**src/rtl/banco_wr_arbiter.sv**
```systemverilog
// ----------------------------------------------------------------------------
// banco_wr_arbiter
//
// Shares the single write port of the register bank (addrW/datW/RegWrite)
// between NREQ requesters and adds a clear sequencer that sweeps every bank
// address, writing CLR_VAL to each one. All bank-facing outputs are
// registered, so the write port never glitches.
//
// Handshake (valid/ready): req[i] is "valid" and is held with its address and
// data slices until gnt[i] pulses for one cycle. The gnt pulse coincides with
// the bank write of that requester's data; the requester drops (or renews)
// req on the following cycle. At most one grant is issued per cycle, so
// back-to-back writes from different requesters are possible.
//
// Ports:
//   clk        in   clock, rising edge
//   rst        in   asynchronous reset, active low
//   req        in   [NREQ]            write request per requester
//   req_addr   in   [NREQ*BIT_ADDR]   requester i address at [i*BIT_ADDR +: BIT_ADDR]
//   req_dat    in   [NREQ*BIT_DATO]   requester i data at [i*BIT_DATO +: BIT_DATO]
//   gnt        out  [NREQ]            one-hot, one-cycle grant pulse
//   clr_start  in   clear sweep request pulse (ignored while sweeping)
//   busy       out  high while the clear sweep writes the bank
//   clr_done   out  one-cycle pulse after the last clear write
//   addrW      out  [BIT_ADDR]        bank write address
//   datW       out  [BIT_DATO]        bank write data
//   RegWrite   out  bank write enable
//   dbg_state  out  FSM state for observation (1 = CLEAR, 0 = IDLE)
//
// Build option:
//   BANCO_ARB_FIXED_PRIO_EN  when defined, the lowest asserted requester index
//                            always wins and the round-robin pointer is frozen.
//                            Undefined (default): round-robin arbitration.
// ----------------------------------------------------------------------------
module banco_wr_arbiter #(
    parameter int                  BIT_ADDR = 8,
    parameter int                  BIT_DATO = 4,
    parameter int                  NREQ     = 2,
    parameter logic [BIT_DATO-1:0] CLR_VAL  = '0
) (
    input  logic                     clk,
    input  logic                     rst,
    input  logic [NREQ-1:0]          req,
    input  logic [NREQ*BIT_ADDR-1:0] req_addr,
    input  logic [NREQ*BIT_DATO-1:0] req_dat,
    output logic [NREQ-1:0]          gnt,
    input  logic                     clr_start,
    output logic                     busy,
    output logic                     clr_done,
    output logic [BIT_ADDR-1:0]      addrW,
    output logic [BIT_DATO-1:0]      datW,
    output logic                     RegWrite,
    output logic                     dbg_state
);

    localparam int LW = (NREQ > 1) ? $clog2(NREQ) : 1;

    // Terminal sweep count NREG-1; cnt carries one extra bit so this compare
    // never sees a wrapped value.
    localparam logic [BIT_ADDR:0] CNT_LAST = {1'b0, {BIT_ADDR{1'b1}}};
    localparam logic [LW-1:0]     LAST_RST = LW'(NREQ - 1);

    typedef enum logic {
        S_IDLE  = 1'b0,
        S_CLEAR = 1'b1
    } state_t;

    state_t                state_q, state_d;
    logic [BIT_ADDR:0]     cnt_q, cnt_d;
    logic [LW-1:0]         last_q, last_d;

    logic [NREQ-1:0]       gnt_q, gnt_d;
    logic                  we_q, we_d;
    logic [BIT_ADDR-1:0]   addr_q, addr_d;
    logic [BIT_DATO-1:0]   dat_q, dat_d;
    logic                  busy_q, busy_d;
    logic                  done_q, done_d;

    // Arbitration result for the current cycle.
    logic                  win_found;
    logic [LW-1:0]         win_idx;
    logic [LW-1:0]         cand;
    logic [BIT_ADDR-1:0]   win_addr;
    logic [BIT_DATO-1:0]   win_dat;

    // ------------------------------------------------------------------
    // Arbiter: scan candidates in descending priority order so the last
    // hit is the highest-priority requester.
    // ------------------------------------------------------------------
    always_comb begin
        win_found = 1'b0;
        win_idx   = '0;
        cand      = '0;
`ifdef BANCO_ARB_FIXED_PRIO_EN
        for (int i = NREQ - 1; i >= 0; i--) begin
            cand = LW'(i);
            if (req[cand]) begin
                win_found = 1'b1;
                win_idx   = cand;
            end
        end
`else
        // Priority order is last+1, last+2, ..., last (mod NREQ).
        for (int off = NREQ; off >= 1; off--) begin
            cand = LW'((int'(last_q) + off) % NREQ);
            if (req[cand]) begin
                win_found = 1'b1;
                win_idx   = cand;
            end
        end
`endif
    end

    // Constant-base slice selection keeps the mux free of variable part-selects.
    always_comb begin
        win_addr = '0;
        win_dat  = '0;
        for (int i = 0; i < NREQ; i++) begin
            if (LW'(i) == win_idx) begin
                win_addr = req_addr[i*BIT_ADDR +: BIT_ADDR];
                win_dat  = req_dat[i*BIT_DATO +: BIT_DATO];
            end
        end
    end

    // ------------------------------------------------------------------
    // FSM process 1: state and output registers.
    // ------------------------------------------------------------------
    always_ff @(posedge clk or negedge rst) begin
        if (!rst) begin
            state_q <= S_IDLE;
            cnt_q   <= '0;
            last_q  <= LAST_RST;
            gnt_q   <= '0;
            we_q    <= 1'b0;
            addr_q  <= '0;
            dat_q   <= '0;
            busy_q  <= 1'b0;
            done_q  <= 1'b0;
        end else begin
            state_q <= state_d;
            cnt_q   <= cnt_d;
            last_q  <= last_d;
            gnt_q   <= gnt_d;
            we_q    <= we_d;
            addr_q  <= addr_d;
            dat_q   <= dat_d;
            busy_q  <= busy_d;
            done_q  <= done_d;
        end
    end

    // ------------------------------------------------------------------
    // FSM process 2: next state and sweep counter. cnt holds the address
    // being written by the sweep in the current cycle.
    // ------------------------------------------------------------------
    always_comb begin
        state_d = state_q;
        cnt_d   = cnt_q;
        unique case (state_q)
            S_IDLE: begin
                if (clr_start) begin
                    state_d = S_CLEAR;
                    cnt_d   = '0;
                end
            end
            S_CLEAR: begin
                if (cnt_q == CNT_LAST) begin
                    state_d = S_IDLE;
                end else begin
                    cnt_d = cnt_q + 1'b1;
                end
            end
            default: begin
                state_d = S_IDLE;
            end
        endcase
    end

    // ------------------------------------------------------------------
    // FSM process 3: next values of the registered outputs. A sweep write
    // takes the port whenever the next state is CLEAR; otherwise the
    // arbiter may grant, including on the edge that ends the sweep.
    // ------------------------------------------------------------------
    always_comb begin
        gnt_d  = '0;
        we_d   = 1'b0;
        addr_d = addr_q;
        dat_d  = dat_q;
        busy_d = 1'b0;
        last_d = last_q;
        done_d = (state_q == S_CLEAR) && (state_d == S_IDLE);

        if (state_d == S_CLEAR) begin
            we_d   = 1'b1;
            addr_d = cnt_d[BIT_ADDR-1:0];
            dat_d  = CLR_VAL;
            busy_d = 1'b1;
        end else if (win_found) begin
            gnt_d[win_idx] = 1'b1;
            we_d           = 1'b1;
            addr_d         = win_addr;
            dat_d          = win_dat;
`ifndef BANCO_ARB_FIXED_PRIO_EN
            last_d         = win_idx;
`endif
        end
    end

    assign gnt       = gnt_q;
    assign RegWrite  = we_q;
    assign addrW     = addr_q;
    assign datW      = dat_q;
    assign busy      = busy_q;
    assign clr_done  = done_q;
    assign dbg_state = (state_q == S_CLEAR);

endmodule

```
**config.mk**
```make
export PLATFORM = sky130hd
export DESIGN_NAME = banco_wr_arbiter
export DESIGN_NICKNAME = d
export VERILOG_FILES = /design/src/rtl/banco_wr_arbiter.sv
export SDC_FILE = /design/constraint.sdc
export NUM_CORES = 1
export LEC_CHECK = 0
export CORE_ASPECT_RATIO = 0.9
export CORE_MARGIN = 2
export CORE_UTILIZATION = 45
export DETAILED_ROUTE_END_ITERATION = 8
export GPL_TIMING_DRIVEN = 0
export HOLD_SLACK_MARGIN = 0.06
export PLACE_DENSITY = 0.89
export SKIP_LAST_GASP = 1
export SLEW_MARGIN = 0
export SYNTH_ARGS = -nofsm -noshare
export SYNTH_HDL_FRONTEND = slang
export SYNTH_SLANG_ARGS = --single-unit
```
**constraint.sdc**
```tcl
create_clock -name clk -period 2.3 [get_ports clk]
set_input_delay 0.46 -clock clk [delete_from_list [all_inputs] [get_ports clk]]
set_output_delay 0.46 -clock clk [all_outputs]
set_load 0.005 [all_outputs]
```
==> qor.txt, run 1 <==
outcome - completed
Routed WL per cell - 14.6 um
Final GP Congestion - 0.882
Pleak - 0.849 nW
Most Used Layer, Global Route - met2
Worst Tran Pin Value - 1.18 ns
Final Slew Violations - 0
P_int - 1.16 mW
Worst path slowest cell - nor2_1
Area Growth Syn to Fin - 36.6%
worst hold path class - in2reg
Mean Syn Cell Area - 9.43 um2
global-route usage over all layers - 0.201
DRT Pass-1 Iters - 4
Critical Path AT - 2.15 ns
Die H - 58.8 um
PortBufs - 45
YS warnings - 0
Worst Clk Skew - 0.00315 ns
power density over the cells - 863 nW/um2
asr flop ratio synth - 1.00
Max-Slew Margin vs Limit - 0.211
Main synth FF type - dfrtp_1
CTS tree - done
layout cell share with drive strength beyond 1 - 0.115
syn nets - 189
H-tree level count - 1
post-CTS sizing - 0
vias in the first global route - 1241
met2 usage in global routing - 0.323
unrepaired setup endpoints after global routing - false
hold_buf cts - 0
mapped cell area - 1500 um2
Yosys top cell area share - 0.434
antenna fix cells - 0
Peak VDD IR - 0.590 mV
Detailed Place HPWL - 2.74 mm
total grt overflow - 0
Rows - 19
global-route track usage on met1 - 0.291
Syn Inst Count - 159
Routed Antenna Nets - 0
fin cells - 250
Die Area - 3810 um2
largest net degree at the start of global routing - 28
final hold viol count - 0
Crit. End Element - flop
Crit Path Max Fanout - 9
initial antenna violation count - 0
met3 Use GR - 0.0344
Final min period - 1.96 ns
Clock power frac - 0.149
FMAX - 509 MHz
Cell Chain, Critical Path - clkdlybuf4s50_1, nor2_1, nor3_1, or3_1, o22ai_1
switching power of the nets - 0.609 mW
DRC Markers - 0
CP required - 2.49 ns
setup TNS - 0 ns
Initial Utilization - 0.481
slowest stage delay, CP - 0.54 ns
top cell type by total area after synthesis - dfrtp_1
Inst Count DP - 246
Post-CTS Setup Inserts - 0
sequential cell area fraction in the yosys report - 0.452
commonest cells in the netlist - dfrtp_1 (26), nand2_1 (22), nor2_1 (20)
Bufs on Longest Clock Path - 2
Synth cell types - 48
wirelength, routed - 3.65 mm
cell with the most instances after synthesis - dfrtp_1
FF+latch area - 677 um2
first-pass GRT wire length - 5.94 mm
clock root buffer master - clkbuf_8
crit path launch type - input port
register bit count reported by yosys - 27
Clk Latency, worst-skew pair - 0.27 ns
switching power share of the total - 0.345
share of power burned in registers - 0.422
Top Ports - 47
CTS Buf Count - 3
Layout Nets - 239
initial drt markers - 86
WS Path Type - in2reg
final-report setup violation count - 0
top post-synthesis cells by area - dfrtp_1 (43%), nand2_1 (5.5%), nor2_1 (5.0%)
vias per cell - 5.54
via count - 1386
Multi-input gate area - 738 um2
clock net sink count - 27
core area - 3110 um2
Tcrit/Tclk final - 0.854
Clock Pin Slew Worst Setup and Hold Paths - 0.09 ns
combinational share of power - 0.429
max cap viols - 0
FILL cells - 252
EDFF count, synth - 0
die width - 64.8 um
-- kinds of logic after synthesis --
family / share of synthesized area
AOI/OAI and AO/OA: 0.189
xor gates and xnor gates: 0.0234
adders and majority gates: 0.00835
buffers and inverters: 0.0559
DFF: 0.452
muxes: 0.0250
and+or+nand+nor: 0.247
-- critical path: cells and delay by family --
family | cells | cell delay, ns
simple gates | 3 | 1.01
buf+inv | 1 | 0.52
compound gates | 1 | 0.16
-- layer usage --
layer,wire [um],up-vias,share of wire
met3,210,2,0.058
li1,-,678,-
met1,1740,654,0.48
met4,20,0,0.0055
met2,1680,52,0.46
met5,0,-,0
-- placed cells by master, fill, tap and decap left out, types with 3 or more instances in the layout --
| master | netlist | routed |
|---|---|---|
| a31oi_1 | 7 | 7 |
| clkdlybuf4s50_1 | 0 | 45 |
| o21ai_0 | 3 | 3 |
| nand2_1 | 22 | 22 |
| clkbuf_1 | 2 | 3 |
| a21oi_1 | 4 | 4 |
| xnor2_1 | 4 | 4 |
| clkbuf_8 | 0 | 3 |
| nor2_1 | 20 | 20 |
| a311oi_1 | 4 | 4 |
| a21o_1 | 3 | 3 |
| buf_2 | 3 | 3 |
| buf_4 | 3 | 3 |
| nor3_1 | 14 | 14 |
| and3_1 | 3 | 3 |
| dfrtp_1 | 26 | 26 |
-- area by class of cell --
| cell class | count | share of cell area |
|---|---|---|
| sequential | 27 | 0.331 |
| tap | 42 | 0.0257 |
| multi-input combinational | 119 | 0.361 |
| inverter | 3 | 0.00795 |
| buffer | 10 | 0.0330 |
| timing repair buffer | 45 | 0.220 |
| clock buffer | 4 | 0.0220 |
-- through the flow --
stage	cell area [um2]	setup WS (ns)	hold slack (ns)	util	power, mW
finish	2050	0.336	0.383	0.657	1.77
global route	2050	0.233	0.384	0.657	1.88
CTS	2050	0.320	0.379	0.657	1.77
detailed placement	2000	0.0378	0.496	0.643	1.51
global placement	2000	0.0659	0.495	0.643	1.48
floorplan	1500	0.583	0.164	-	1.20
-- power groups by stage --
| stage | Combinational [mW] | Clock (mW) | Sequential, mW |
|---|---|---|---|
| after floorplan | 0.458 | 0 | 0.738 |
| after global placement | 0.733 | 0 | 0.749 |
| after detailed placement | 0.759 | 0 | 0.753 |
| after CTS | 0.763 | 0.267 | 0.745 |
| after global routing | 0.832 | 0.284 | 0.764 |
| final | 0.757 | 0.263 | 0.745 |
-- worst paths after layout --
kind | to | startpoint | cells past startpoint | slack, ns
max in group asynchronous | addrW[5] | rst | 1 | 0.79
hold / removal | last_q | req[0] | 2 | 0.38
setup / recovery | addrW[7] | req[1] | 5 | 0.34
setup reg to reg | addrW[3] | cnt_q[0] | 5 | 0.37
min in group asynchronous | cnt_q[3] | rst | 1 | 0.82
hold reg to reg | addrW[0] | addrW[0] | 1 | 0.53
-- sequential cells by signal, summed over array words and instances (netlist names) --
signal,flops
cnt_q,9
addrW,8
datW,4
gnt,2
RegWrite,1
busy,1
clr_done,1
last_q,1
Power figures use the tool's default switching activity.
==> inputs of run 2 (changes only) <==
--- a/config.mk
+++ b/config.mk
@@ -12,6 +12,7 @@
 export GPL_TIMING_DRIVEN = 0
 export HOLD_SLACK_MARGIN = 0.06
 export PLACE_DENSITY = 0.89
+export SKIP_CTS_REPAIR_TIMING = 1
 export SKIP_LAST_GASP = 1
 export SLEW_MARGIN = 0
 export SYNTH_ARGS = -nofsm -noshare
==> results of run 2 <==
Final layout, timing and power as in run 1 (identical DEF).
==> inputs of run 3 (changes only) <==
--- a/config.mk
+++ b/config.mk
@@ -14,7 +14,6 @@
 export PLACE_DENSITY = 0.89
 export SKIP_CTS_REPAIR_TIMING = 1
 export SKIP_LAST_GASP = 1
-export SLEW_MARGIN = 0
 export SYNTH_ARGS = -nofsm -noshare
 export SYNTH_HDL_FRONTEND = slang
 export SYNTH_SLANG_ARGS = --single-unit
==> results of run 3 <==
Final layout, timing and power as in run 1 (identical DEF).
